`config.mk`:
```
export PLATFORM = sky130hd
export DESIGN_NAME = ram_arbiter_rr
export DESIGN_NICKNAME = d
export VERILOG_FILES = /design/src/rtl/ram_arbiter_rr.sv
export SDC_FILE = /design/constraint.sdc
export NUM_CORES = 1
export LEC_CHECK = 0
export CAP_MARGIN = 5
export CORE_AREA = 2 2 116 118
export CTS_CLUSTER_SIZE = 12
export DETAILED_ROUTE_END_ITERATION = 10
export DIE_AREA = 0 0 118 120
export PLACE_DENSITY_LB_ADDON = 0.05
export SLEW_MARGIN = 40
export SYNTH_ARGS = -nofsm -noshare
export SYNTH_HDL_FRONTEND = slang
export SYNTH_SLANG_ARGS = --single-unit
```
`constraint.sdc`:
```
create_clock -name CLK -period 1.6 [get_ports CLK]
set_input_delay 0.16 -clock CLK [delete_from_list [all_inputs] [get_ports CLK]]
set_output_delay 0.16 -clock CLK [all_outputs]
set_load 0.01 [all_outputs]
```
`src/rtl/ram_arbiter_rr.sv`:
```
// Round-robin arbiter that shares one RAM port among NCORES requesters.
// Each grant is followed by at least one idle cycle. Aborts on RAM error or timeout.
module ram_arbiter_rr #(
  parameter int unsigned NCORES  = 2,
  parameter int unsigned ADDR_W  = 32,
  parameter int unsigned DATA_W  = 32,
  parameter int unsigned TIMEOUT = 64
) (
  input  logic                       CLK,
  input  logic                       nRST,
  input  logic [NCORES-1:0]          creq_ren,
  input  logic [NCORES-1:0]          creq_wen,
  input  logic [NCORES*ADDR_W-1:0]   caddr,
  input  logic [NCORES*DATA_W-1:0]   cstore,
  output logic [NCORES-1:0]          cwait,
  output logic [NCORES*DATA_W-1:0]   cload,
  output logic                       ramREN,
  output logic                       ramWEN,
  output logic [ADDR_W-1:0]          ramaddr,
  output logic [DATA_W-1:0]          ramstore,
  input  logic [DATA_W-1:0]          ramload,
  input  logic [1:0]                 ramstate,
  output logic [$clog2(NCORES)-1:0]  grant_id,
  output logic                       err_pulse
);

  localparam int unsigned IdW  = $clog2(NCORES);
  localparam int unsigned TmoW = $clog2(TIMEOUT);
  localparam logic [TmoW-1:0] TmoMax = TmoW'(TIMEOUT - 1);
  localparam logic [IdW-1:0]  LastId = IdW'(NCORES - 1);
  localparam logic [1:0] RamAccess = 2'd2;
  localparam logic [1:0] RamError  = 2'd3;

  typedef enum logic {StIdle, StGrant} state_e;

  state_e          state_q, state_d;
  logic [IdW-1:0]  rr_ptr_q, rr_ptr_d;
  logic [IdW-1:0]  grant_q, grant_d;
  logic [TmoW-1:0] tmo_q, tmo_d;
  logic            err_q, err_d;

  logic [NCORES-1:0] req;
  logic [ADDR_W-1:0] addr_a  [NCORES];
  logic [DATA_W-1:0] store_a [NCORES];
  logic [DATA_W-1:0] load_a  [NCORES];
  logic              found;
  logic [IdW-1:0]    winner;
  logic [IdW:0]      scan;
  logic [IdW-1:0]    next_ptr;

  always_comb begin
    for (int i = 0; i < int'(NCORES); i++) begin
      addr_a[i]  = caddr[i*ADDR_W +: ADDR_W];
      store_a[i] = cstore[i*DATA_W +: DATA_W];
    end
  end

  assign req      = creq_ren | creq_wen;
  assign next_ptr = (grant_q == LastId) ? '0 : grant_q + IdW'(1);

  // Scan rr_ptr, rr_ptr+1, ... with an explicit wrap so non-power-of-2 counts work.
  always_comb begin
    found  = 1'b0;
    winner = '0;
    scan   = '0;
    for (int k = 0; k < int'(NCORES); k++) begin
      scan = {1'b0, rr_ptr_q} + (IdW+1)'(k);
      if (scan >= (IdW+1)'(NCORES)) scan = scan - (IdW+1)'(NCORES);
      if (!found && req[scan[IdW-1:0]]) begin
        found  = 1'b1;
        winner = scan[IdW-1:0];
      end
    end
  end

  always_comb begin
    state_d  = state_q;
    rr_ptr_d = rr_ptr_q;
    grant_d  = grant_q;
    tmo_d    = tmo_q;
    err_d    = 1'b0;
    cwait    = '0;
    ramREN   = 1'b0;
    ramWEN   = 1'b0;
    ramaddr  = '0;
    ramstore = '0;
    for (int i = 0; i < int'(NCORES); i++) load_a[i] = '0;

    // Outputs are forced low while reset is asserted, not just after the next edge.
    if (nRST) begin
      unique case (state_q)
        StIdle: begin
          cwait = req;
          if (found) begin
            grant_d = winner;
            tmo_d   = '0;
            state_d = StGrant;
          end
        end
        StGrant: begin
          cwait          = req;
          cwait[grant_q] = 1'b1;
          ramWEN         = creq_wen[grant_q];
          ramREN         = creq_ren[grant_q] & ~creq_wen[grant_q];
          ramaddr        = addr_a[grant_q];
          ramstore       = store_a[grant_q];
          if (tmo_q != TmoMax) tmo_d = tmo_q + TmoW'(1);

          if (!req[grant_q]) begin
            state_d = StIdle;
          end else if (ramstate == RamAccess) begin
            cwait[grant_q]  = 1'b0;
            load_a[grant_q] = ramload;
            rr_ptr_d        = next_ptr;
            state_d         = StIdle;
          end else if (ramstate == RamError || tmo_q == TmoMax) begin
            err_d    = 1'b1;
            rr_ptr_d = next_ptr;
            state_d  = StIdle;
          end
        end
        default: state_d = StIdle;
      endcase
    end
  end

  for (genvar g = 0; g < int'(NCORES); g++) begin : g_cload
    assign cload[g*DATA_W +: DATA_W] = load_a[g];
  end

  always_ff @(posedge CLK or negedge nRST) begin
    if (!nRST) begin
      state_q  <= StIdle;
      rr_ptr_q <= '0;
      grant_q  <= '0;
      tmo_q    <= '0;
      err_q    <= 1'b0;
    end else begin
      state_q  <= state_d;
      rr_ptr_q <= rr_ptr_d;
      grant_q  <= grant_d;
      tmo_q    <= tmo_d;
      err_q    <= err_d;
    end
  end

  assign grant_id  = grant_q;
  assign err_pulse = err_q;

endmodule

```
# Word level (Yosys, flattened, before mapping)
# Index checks and enable logic that the tools add are counted.
# word_totals
in_bits	168
latchBits	0
mem_bits_ro	0
regBits	10
mem_bits_rw	0
output_inout_bits	134
wordCells	100
n_memories	0
# op_classes
multipliers	0
addsub	5
muxes	58
n_bitwise	9
n_reduce_logical	9
n_shift	0
eq_ne	6
n_lt_le_gt_ge	8
div_mod_pow	0
# ops
operator	count
32-bit 2-to-1 mux	11
64-bit 2-to-1 mux	4
64-bit AND	1
1-bit 2-to-1 mux	33
32-bit demux with 1-bit select	1
6-bit 2-to-1 mux	2
6-bit one-hot mux with 2 select lines	1
6-bit by 1-bit adder with 6-bit output, second input constant	1
6-bit == test, second input constant	1
1-bit by 2-bit less-than comparator with 1-bit output, second input constant	3
2-bit 2-to-1 mux	3
6-bit inequality test, second input constant	1
3-bit AND reduction	2
2-bit == test, second input constant	2
2-bit greater-or-equal comparator, second input constant	2
2-bit OR	2
2-bit one-hot mux with 2 select lines	1
4-bit AND reduction	1
1-bit logical AND	3
1-bit by 1-bit adder with 2-bit output, second input constant	1
2-bit AND	1
1-bit by 2-bit greater-or-equal comparator with 1-bit output, second input constant	1
2-bit by 1-bit less-than comparator with 1-bit output, second input constant	1
2-bit by 1-bit inequality test with 1-bit output, second input constant	1
13 further kinds	15

# Depth between registers and ports, before layout
# depth
ltp_word	10
ltp_mapped	6
depth_no_buf	5

# Worst setup path after synthesis
# OpenSTA, ideal clock, no wires.
# synth_path
kind	register to register
from	reg tmo_q[0]
to	reg tmo_q[0]
required_ns	1.475
t_arrival_ns	1.440
period_less_slack_ns	1.565
path_stages_with_launch	6
setup_slack_ns	0.035
setup_time_ns	0.125
n_path_buf	0
cell_sequence	dfrtp_1 ha_1 and3_1 a31oi_2 nor2_1 mux2_2
# synth_between
elab_chain_cells	3
word_cells_on_any_way	6
classes_between	add/sub (1); eq/ne (2); mux (2); reduce/logical (1)
# synth_lines
element	line_no	rtl
start, declared	39	logic [TmoW-1:0] tmo_q, tmo_d;
start signal, assigned	142	tmo_q <= tmo_d;
6-bit by 1-bit adder with 6-bit output / 6-bit inequality test (equally long branches)	107	if (tmo_q != TmoMax) tmo_d = tmo_q + TmoW'(1);
6-bit 2-to-1 mux / 2-bit by 1-bit inequality test with 1-bit output (equally long branches)	-	
6-bit one-hot mux with 2 select lines / 3-bit AND reduction (equally long branches)	-	
# Several ways; a longest one is shown, not always the timed one. The select of a mux whose other input is x is not followed.
# A chain may end at the register's enable or synchronous reset.

# Final worst setup path
# layout_path
from	reg grant_q (netlist: grant_id)
to	out cload[45]
# layout_between
elab_chain_cells	10
word_cells_on_any_way	13
classes_between	order compare (2); mux (8); bitwise (2); reduce/logical (1)
# layout_lines
element	line_no	rtl
start, declared	38	logic [IdW-1:0] grant_q, grant_d;
start signal, assigned	141	grant_q <= grant_d;
1-bit NOT with 2-bit output (implied by the code)	113	load_a[grant_q] = ramload;
2-bit greater-or-equal comparator (implied by the code) / 2-bit by 1-bit less-than comparator with 1-bit output (equally long branches)	113	
1-bit logical AND (implied by the code)	113	
32-bit 2-to-1 mux (implied by the code)	113	
32-bit demux with 1-bit select	113	
64-bit AND (no source line)	-	
64-bit 2-to-1 mux	111	end else if (ramstate == RamAccess) begin
64-bit 2-to-1 mux (*)	109	if (!req[grant_q]) begin
64-bit 2-to-1 mux (*)	91	unique case (state_q)
64-bit 2-to-1 mux (*)	90	if (nRST) begin
end, declared	16	output logic [NCORES*DATA_W-1:0] cload,
# Mark *: on every way between the ends. The rest lies on a longest branch, timed or not. The select of a mux whose other input is x is not followed.

==> results.toml <==
[timing]
minimum_clock_period_ns = 1.82
final-hold-violation-count = 0
rsz_0062_raised_after_global_routing = "true"
worst_slack_ns = -0.216
setup_skew_ns = 0.00157
max_clock_freq_mhz = 551
setup_total_negative_slack_ns = -13.25
period_share = 1.14
fin_hold_ws_ns = 0.0506
slew_headroom = 0.811
finalSetupViolCount = 96
slew_viol_final = 0
timing_worst_slew_pin_value_ns = 0.282

[floorplan]
fp.dieW_um = 118
std_cell_rows = 42
die_y_um = 120
core_region_area_mm2 = 0.0130
boundaryPins = 302
initial_core_util = 0.159
die_area_mm2 = 0.0142

[worst_setup_path]
slowest_stage = "dfrtp_4"
path_buf_inv = 2
criticalPathCategory = "flip-flop to output port"
timing.critical_path.to_type = "output port"
cpLargestDelayFamily = "flip-flops"
critical_path.max_stage_delay_ns = 0.50
maximum_fanout_encountered_on_the_critical_timing_path = 15
cp.arrival_ns = 1.66
crit_path_cell_trace = "nand2b_4 -> o22ai_4 -> nand3_4 -> clkbuf_16 -> nor2_1 -> buf_2"
critPathLaunchType = "flip-flop"
cp_data_required_time_ns = 1.44

[global_routing]
largest_net_degree_at_the_start_of_global_routing = 35
global_route_wire_length_before_repair_mm = 18.7
grt_resource_usage_total = 0.167
grt-ovfl-total = 0
grt_antenna_before_repair = 0
first_global_vias = 3471

[placement]
place.port_buffers = 301
detailedPlacementHpwl_mm = 10.3
gp_congestion = 0.802

[run_status]
run_status = "complete, but fails checks"
failed_checks = "negative setup slack"

[yosys]
netlist_top_cells_count = "135 x nor2_1, 67 x mux2i_1, 41 x nand2_1"
asyncSetResetFlopFracSynth = 1.00
synth_largest_area_cell = "mux2i_1"
synthesis_warnings = 0
average_cell_area_after_synthesis_um2 = 6.30
synth.top_cells.by_area = "mux2i_1 33%, nor2_1 25%, dfrtp_1 12%, nand2_1 7.5%, buf_2 3.6%"
sequential_area_share_after_synthesis = 0.122
edff_count_synth = 0
synth_fp_nets = 496
netlist_instances = 327
synth.cell_area_mm2 = 0.00206
netlist-cell-type-count = 33
synth_most_common_cell = "nor2_1"
ys_dominant_reg_cell = "dfrtp_1"
synth_seq_cells = 10
synth_top_area_share = 0.326

[clock_tree]
cts_buffers = 3
clock_slew_at_reported_path_ffs_ns = 0.04
clock-sinks = 10
insertion_delay_ns = 0.24
max-clock-path-buffers = 2
clk_root_buffer_cell = "clkbuf_16"
tritoncts = "built"
htree_levels = 1

[detailed_routing]
detail_route.wirelength_mm = 13.0
remaining_drc_errors = 0
detail-route-antenna-nets = 0
drt_pass1_iterations = 6
avgRoutedWirePerCell_um = 15.7
num_vias = 3439
avgViaCountPerCell = 4.17
drtIter0Drc = 105

[power]
power.total_w = 0.00485
vdd.ir_drop.worst_uv = 488
power.leakage_nw = 2.65
power_per_cell_area_mw_per_mm2 = 860

[cells_and_area]
antenna_cells = 0
finalNetCount = 819
synthToLayoutAreaGrowth_pct = 174
fraction_of_final_layout_cells_with_drive_strength_greater_than_1 = 0.282

[flow_run]
max_cap_violations = 0

[min_path]
hp-class = "input pin to asynchronous set/reset pin"
power by group:
group / internal [W] / switching [W]
sequential: 0.000353 / 0.0000943
clock: 0.000376 / 0.000124
combinational: 0.00212 / 0.00177
sequential cells by signal, indices dropped and copies added, names as in the netlist:
name,count
err_pulse,1
grant_id,1
tmo_q,6
state_q,1
rr_ptr_q,1
worst reg2reg max path, stage by stage, from the launching register on:
cell and delay (ns):
dfrtp_1 0.37, ha_1 0.21, and3_2 0.27, a31oi_4 0.18, nor2_1 0.10, mux2_2 0.28
worst paths after layout:
| path | endpoint | slack (ns) | from | cells past startpoint |
|---|---|---|---|---|
| min | err_pulse | 0.05 | nRST | 2 |
| max | cload[45] | -0.22 | grant_id | 6 |
| min in group CLK | state_q | 0.43 | nRST | 3 |
| max reg2reg | tmo_q[0] | 0.08 | tmo_q[0] | 5 |
| min reg2reg | rr_ptr_q | 0.53 | rr_ptr_q | 2 |
| max in group asynchronous | tmo_q[3] | 0.79 | nRST | 3 |
cells by family after synthesis:
family / count (synthesis) / synth area share
simple gates: 195 / 0.381
mux: 68 / 0.331
buf+inv: 33 / 0.0838
compound gates: 20 / 0.0766
flops: 10 / 0.122
fa+ha+maj: 1 / 0.00607
routing by layer:
metal  share of wire  track usage  wire, um
met5               0            0         0
met4          0.0075       0.0248        98
met3           0.083       0.0509      1080
met2            0.56        0.336      7310
met1            0.35        0.169      4500
placed cells by master, fill, tap and decap left out, types with 12 or more instances in the layout:
| cell type | Yosys | final |
|---|---|---|
| clkdlybuf4s50_1 | 0 | 168 |
| nor2_1 | 135 | 120 |
| mux2i_1 | 67 | 66 |
| buf_2 | 15 | 61 |
| nand2_1 | 41 | 39 |
| buf_4 | 2 | 26 |
| clkdlybuf4s15_2 | 0 | 25 |
| dlygate4sd2_1 | 0 | 24 |
| buf_6 | 3 | 14 |
| nor2_4 | 0 | 12 |
stage by stage:
step,instances,instance area [um^2],util,setup WS (ns)
after global routing,825,5640,0.434,-0.281
after global placement,807,5430,0.418,-0.486
after detailed placement,807,5430,0.418,-0.551
final,825,5640,0.434,-0.216
after CTS,819,5410,0.417,-0.256
after floorplan,327,2060,-,0.0350
area by class of cell:
type                       instances  area (um^2)
timing repair buffer             344         3250
fill                            1371         7340
tap                              176          220
inverter                           7         26.3
sequential                        10          254
clock buffer                       4         88.8
multi-input combinational        284         1790
repair_timing:
item / in CTS / in global routing
hold buffers: 3 / 0
hold endpoints to repair: 10 / 0
setup endpoints to repair: 133 / 137
setup buffers: 2 / 1
gates cloned: 3 / 5
pin swaps: 4 / 14
resized for setup: 393 / 97
Note: power is estimated with default switching activity, not from simulation.
